--- config.mk ---
export PLATFORM = sky130hd
export DESIGN_NAME = e1_rx_buf_fifo
export DESIGN_NICKNAME = d
export VERILOG_FILES = /design/src/rtl/e1_rx_buf_fifo.sv
export SDC_FILE = /design/constraint.sdc
export NUM_CORES = 1
export LEC_CHECK = 0
export CORE_MARGIN = 1
export CORE_UTILIZATION = 30
export CTS_CLUSTER_SIZE = 14
export DETAILED_ROUTE_END_ITERATION = 10
export GPL_TIMING_DRIVEN = 1
export PLACE_DENSITY_LB_ADDON = 0.08
export SETUP_SLACK_MARGIN = 0.3
export SLEW_MARGIN = 15
export SYNTH_ARGS = -nofsm -noshare
export SYNTH_HDL_FRONTEND = slang
export SYNTH_SLANG_ARGS = --single-unit
--- constraint.sdc ---
create_clock -name clk -period 4.5 [get_ports clk]
set_input_delay 0.675 -clock clk [delete_from_list [all_inputs] [get_ports clk]]
set_output_delay 0.675 -clock clk [all_outputs]
set_load 0.01 [all_outputs]
--- src/rtl/e1_rx_buf_fifo.sv ---
// Elastic FIFO between the E1 RX deframer and the buffer unit write port.
// On overflow, whole multiframes are dropped until the next multiframe start.
module e1_rx_buf_fifo #(
  parameter int unsigned DEPTH_LOG2 = 4,
  parameter int unsigned MFW        = 7,
  parameter int unsigned START_SYNC = 1
) (
  input  logic                  clk,
  input  logic                  rst,
  input  logic [7:0]            in_data,
  input  logic [4:0]            in_ts,
  input  logic [3:0]            in_frame,
  input  logic [MFW-1:0]        in_mf,
  input  logic                  in_stb,
  output logic [7:0]            buf_rx_data,
  output logic [4:0]            buf_rx_ts,
  output logic [3:0]            buf_rx_frame,
  output logic [MFW-1:0]        buf_rx_mf,
  output logic                  buf_rx_we,
  input  logic                  buf_rx_rdy,
  output logic [DEPTH_LOG2:0]   level,
  output logic [15:0]           ovf_cnt,
  output logic                  ovf_sticky,
  input  logic                  ovf_clr
);

  localparam int unsigned Depth = 1 << DEPTH_LOG2;
  localparam int unsigned EntryW = 8 + 5 + 4 + MFW;
  localparam logic [DEPTH_LOG2:0] LvlFull = (DEPTH_LOG2 + 1)'(Depth);

  typedef enum logic [1:0] {StSync, StRun, StDrop} state_e;

  state_e                  state_q;
  logic [EntryW-1:0]       mem [Depth];
  logic [DEPTH_LOG2-1:0]   wr_ptr_q, rd_ptr_q;
  logic [DEPTH_LOG2:0]     level_q;
  logic [15:0]             ovf_cnt_q;
  logic                    ovf_sticky_q;

  logic pop, push_ok, mf_start, accept, drop;

  assign pop      = (level_q != '0) & buf_rx_rdy;
  assign push_ok  = in_stb & ((level_q < LvlFull) | pop);
  assign mf_start = in_stb & (in_ts == 5'd0) & (in_frame == 4'd0);

  always_comb begin
    accept = 1'b0;
    drop   = 1'b0;
    unique case (state_q)
      StSync: accept = mf_start & push_ok;
      StRun: begin
        accept = push_ok;
        drop   = in_stb & ~push_ok;
      end
      StDrop: begin
        accept = mf_start & push_ok;
        drop   = in_stb & ~(mf_start & push_ok);
      end
      default: ;
    endcase
  end

  always_ff @(posedge clk) begin
    if (accept) mem[wr_ptr_q] <= {in_data, in_ts, in_frame, in_mf};
  end

  always_ff @(posedge clk or posedge rst) begin
    if (rst) begin
      state_q      <= (START_SYNC != 0) ? StSync : StRun;
      wr_ptr_q     <= '0;
      rd_ptr_q     <= '0;
      level_q      <= '0;
      ovf_cnt_q    <= '0;
      ovf_sticky_q <= 1'b0;
    end else begin
      if (accept) wr_ptr_q <= wr_ptr_q + 1'b1;
      if (pop)    rd_ptr_q <= rd_ptr_q + 1'b1;
      if (accept && !pop)      level_q <= level_q + 1'b1;
      else if (!accept && pop) level_q <= level_q - 1'b1;

      unique case (state_q)
        StSync:  if (accept) state_q <= StRun;
        StRun:   if (drop)   state_q <= StDrop;
        StDrop:  if (accept) state_q <= StRun;
        default: state_q <= StRun;
      endcase

      // A drop in the same cycle as a clear leaves a count of one.
      if (drop) begin
        ovf_sticky_q <= 1'b1;
        if (ovf_clr)                   ovf_cnt_q <= 16'd1;
        else if (ovf_cnt_q != 16'hFFFF) ovf_cnt_q <= ovf_cnt_q + 16'd1;
      end else if (ovf_clr) begin
        ovf_sticky_q <= 1'b0;
        ovf_cnt_q    <= '0;
      end
    end
  end

  assign {buf_rx_data, buf_rx_ts, buf_rx_frame, buf_rx_mf} =
      (level_q != '0) ? mem[rd_ptr_q] : '0;
  assign buf_rx_we  = pop;
  assign level      = level_q;
  assign ovf_cnt    = ovf_cnt_q;
  assign ovf_sticky = ovf_sticky_q;

endmodule

# Word level (Yosys, flattened, before mapping)
# Memory sizes are Yosys's and may differ from the RTL's.
# Cells that the tools add are included.
# Widths: inputs -> output; s select.
[word_totals] in_bits=29 output_inout_bits=47 ramBits=384 n_memories=1 register_bits=32
[memory_table] memory="mem" words=16 width=24 read_ports=1 rd_ports_with_merged_regs=0 write_ports=1 line="34" source="logic [EntryW-1:0] mem [Depth];"
[op_classes] muxes=16 order_cmp=1 n_bitwise=10 n_eq_ne=5 reduce_logical=14 addsub=5
[ops] op="$mux 16" n=4
[ops] op="$mux 24" n=1
[ops] op="$add 16x1->16 const B" n=1
[ops] op="$ne 16x16->1 const B" n=1
[ops] op="$mux 5" n=2
[ops] op="$add 4x1->4 const B" n=2
[ops] op="$and 1x1->1" n=7
[ops] op="$reduce_bool 2->1" n=3
[ops] op="$add 5x1->5 const B" n=1
[ops] op="$logic_not 5->1" n=1
[ops] op="$lt 5x5->1 const B" n=1
[ops] op="$reduce_bool 5->1" n=1
[ops] op="$sub 5x1->5 const B" n=1
[ops] op="$logic_not 4->1" n=1
[ops] op="$mux 1" n=4
[ops] op="$mux 2" n=2
[ops] op="$pmux 1 s2" n=2
[ops] op="$pmux 2 s2" n=1
[ops] op="$reduce_and 2->1" n=2
[ops] op="$eq 2x1->1 const B" n=1
[ops] op="$eq 2x2->1 const B" n=1
[ops] op="$logic_and 1x1->1" n=2
[ops] op="$logic_not 1->1" n=2
[ops] op="$logic_not 2->1" n=1
[ops] op="other kinds (5)" n=6

# Logic depth before layout (Yosys ltp)
[depth] ltp_word=10 mapped_depth=14 ltp_nobuf=13

# Least setup slack after synthesis
# Ideal clock, no wire load.
[synth_timing] path_type="input -> register" from="in in_frame[1]" to="mem mem[3][0] in the netlist's numbering, enable pin" arrival_time_ps=3584 setup_slack_ps=481 cell_stages=6 required_time_ps=4065 setup_ps=435 path_cell_list="or4_4 > nor4_1 > o21a_1 > buf_2 > nand2_1 > nor3_1"
[synth_via] elab_chain_len=6
[synth_rtl] element="start, declared" line="12" source="input logic [3:0] in_frame,"
[synth_rtl] element="$logic_not 4->1" line="44" source="assign mf_start = in_stb & (in_ts == 5'd0) & (in_frame == 4'd0);"
[synth_rtl] element="$and 1x1->1" line="44"
[synth_rtl] element="$and 1x1->1" line="50, 56"
[synth_rtl] element="$pmux 1 s2" line="49" source="unique case (state_q)"
[synth_rtl] element="$mux 1" line="64" source="if (accept) mem[wr_ptr_q] <= {in_data, in_ts, in_frame, in_mf};"
[synth_rtl] element="$mux 1 (implied by the code)" line="64"
[synth_rtl] element="end, declared" line="34"
# No other way between the ends.

# Worst setup path after layout
[layout_timing] from="reg rd_ptr_q[1]" to="out buf_rx_ts[3]"
[layout_via] elab_chain_len=2
[layout_rtl] element="start, declared" line="35" source="logic [DEPTH_LOG2-1:0] wr_ptr_q, rd_ptr_q;"
[layout_rtl] element="start signal, assigned" line="77" source="if (pop) rd_ptr_q <= rd_ptr_q + 1'b1;"
[layout_rtl] element="$mem_v2 16x24"
[layout_rtl] element="$mux 24" line="101" source="(level_q != '0) ? mem[rd_ptr_q] : '0;"
[layout_rtl] element="end, declared" line="16" source="output logic [4:0] buf_rx_ts,"
# No other way between the ends.

==> flow_summary.ini <==
[place]
dp_slack_ps = 547
dp_cells = 1554
hpwl_mm = 24.0
place.gp.congestion = 0.744
portBuffers = 75

[synthesis]
synth_edf_count = 384
yosysWarnings = 0
synth.distinct_cells = 49
ys_ff_latch = 416
syn_area_um2 = 16600
synth_cells = 783
synth_nets = 827
synth-seq-area-share_pct = 74.3
avgSynthCellArea_um2 = 21.2
dominantRegCellSynth = edfxtp_1
async_reset_ff_share_pct = 7.69

[critical_path]
timing_worst_setup_path_type = reg -> out
cp_cell_sequence = buf_4, mux4_2, mux4_2, nor2b_1, clkdlybuf4s50_1
cp.required_ps = 3830
worstSetupEndpointType = output pin
cp.arrival_ps = 3390
cp_slowest_cell = dfrtp_4
cp_max_fo = 30
start_kind = flop
cp-startpoint = rd_ptr_q[1]
timing.rr.start = level[1]
slowest_delay_ps = 780
timing.critical_path.mode_cell = mux4_2
path_delay_family = buffers and inverters
path_buf_inv = 2

[outcome]
status = completed

[cts]
clk-insertion-delay-late_ps = 590
postCtsHoldBufs = 0
clockBufferDepth = 3
htree_levels = 2
postCtsResizedCells = 0
cts_buffers = 46
clock-sinks = 416
root_buffer = clkbuf_16
cts_setup_buffers = 0
clkTransAtPathRegs_ps = 60
cts_tree = yes

[route]
viasPerCell = 4.91
drtPass1Iterations = 5
vias = 8049
drc = 0
wire_per_inst_um = 24.6
drtAntennaViolNets = 0
drt-total-wl_mm = 40.3
drt-initial-drc-count = 479

[sta]
slew_headroom_pct = 50.1
post-route-min-period_ps = 4060
fin_skew_ps = 13.7
post-route-period-util_pct = 90.3
fmax_ghz = 0.246
worst_pin_slew_ps = 742
drv_slew = 0
worst_slack_ps = 436
setup_viol = 0
tns_ps = 0
rsz0062_at_grt = no
finalHoldViolCount = 0

[global_route]
grt_pass1_wl_mm = 60.4
grt_max_degree = 33
grt_pass1_vias = 8943
track_usage_pct = 14.8
overflow = 0
antenna_found_initial = 0

[finish]
syn_to_final_growth_pct = 21.5
stdcell_count = 1639
antennaDiodeCount = 0
post-route-util_pct = 37.2
layout.nets = 950
drive_gt1_share_pct = 27.7

[worst_hold_path]
hold_path_class = reg -> reg
hp-start = ovf_sticky

[die]
design.core.area_um2 = 54200
ioPinCount = 76
dieWidth_um = 237
initial_core_util_pct = 30.6
die_area_um2 = 56300
dieHeight_um = 237
rows = 85

[pwr]
leakage_nw = 6.41
ir_worst_vdd_mv = 0.284
powerDensity_nw_per_um2 = 617

[job]
cap_violations = 0
-- cell usage after synthesis (all sizes together), types with 5 or more instances --
| cell type | n | area [um2] |
|---|---|---|
| o21ai | 8 | 40.0 |
| nand3 | 7 | 35.0 |
| o31ai | 8 | 73.8 |
| inv | 10 | 37.5 |
| nor4 | 5 | 37.5 |
| clkbuf | 19 | 71.3 |
| nor2 | 24 | 92.6 |
| a21oi | 18 | 93.8 |
| edfxtp | 384 | 11500 |
| nor3 | 7 | 35.0 |
| nand4 | 6 | 37.5 |
| nor2b | 29 | 181 |
| xnor2 | 7 | 61.3 |
| dfrtp | 32 | 801 |
| mux4 | 120 | 2700 |
| or4 | 8 | 65.1 |
| nand2 | 20 | 75.1 |
| buf | 23 | 158 |
| ha | 14 | 175 |
-- logic make-up after synthesis --
logic type / Yosys count / share of synthesized area, %
xor gates and xnor gates: 10 / 0.528
muxes: 124 / 16.5
buffers and inverters: 52 / 1.61
DFF: 416 / 74.3
AOI/OAI and AO/OA: 45 / 1.81
and+or+nand+nor: 121 / 4.04
adders and majority gates: 15 / 1.18
-- final cells by class --
class	count	area, um2
sequential	416	12300
timing repair buffer	117	1220
clock buffer	54	1210
clock inverter	31	368
tap	696	871
inverter	10	37.5
fill	4928	34100
multi-input combinational	315	4120
-- placed cells by master, fill, tap and decap left out, types with 6 or more instances in the layout --
master / synthesis / layout
buf_12: 1 / 12
mux4_2: 120 / 120
buf_4: 0 / 30
or4_1: 6 / 6
nor2_1: 23 / 10
o21ai_0: 7 / 7
bufinv_16: 0 / 8
dfrtp_1: 32 / 29
o31ai_1: 7 / 7
ha_1: 14 / 14
clkinv_1: 0 / 13
nand2_1: 20 / 20
nand4_1: 6 / 6
edfxtp_1: 384 / 384
nor2b_1: 29 / 29
nor2_4: 0 / 13
clkdlybuf4s50_1: 0 / 75
a21oi_1: 17 / 17
inv_1: 10 / 10
xnor2_1: 7 / 7
nand3_1: 7 / 7
clkbuf_16: 0 / 46
-- path summary, 6_finish.rpt --
check	end	slack [ps]	cells after the start
max in group asynchronous	rd_ptr_q[1]	3620	3
hold / removal	ovf_sticky	490	1
setup reg to reg	level[4]	1360	10
setup / recovery	buf_rx_ts[3]	440	5
min in group asynchronous	level[4]	520	3
hold reg to reg	ovf_sticky	490	1
-- stage by stage --
step,power [mW],hold WS (ps),cell area [um2]
after floorplan,7.13,506,16600
after global placement,8.65,474,18600
after CTS,12.7,495,20200
after global routing,13.0,525,20200
after detailed placement,8.70,476,18600
final,12.4,491,20200
-- where the power goes --
part | total, mW | internal [mW] | switching [mW] | leakage, nW
registers | 4.83 | 4.53 | 0.305 | 3.87
logic | 3.68 | 1.99 | 1.69 | 1.78
clock network | 3.93 | 2.39 | 1.54 | 0.769
-- sequential cells by signal, indices dropped and copies added (netlist names) --
name	cells
rd_ptr_q	4
state_q	2
mem	384
wr_ptr_q	4
level	5
ovf_sticky	1
ovf_cnt	16
-- routing by layer --
layer / vias to the layer above / global-route usage, % / share of wire, %
li1: 3507 / - / -
met1: 4335 / 19.1 / 44
met2: 150 / 25.7 / 51
met3: 57 / 2.57 / 3.6
met4: 0 / 3.73 / 1.8
met5: - / 0 / 0
Power figures use the tool's default switching activity.
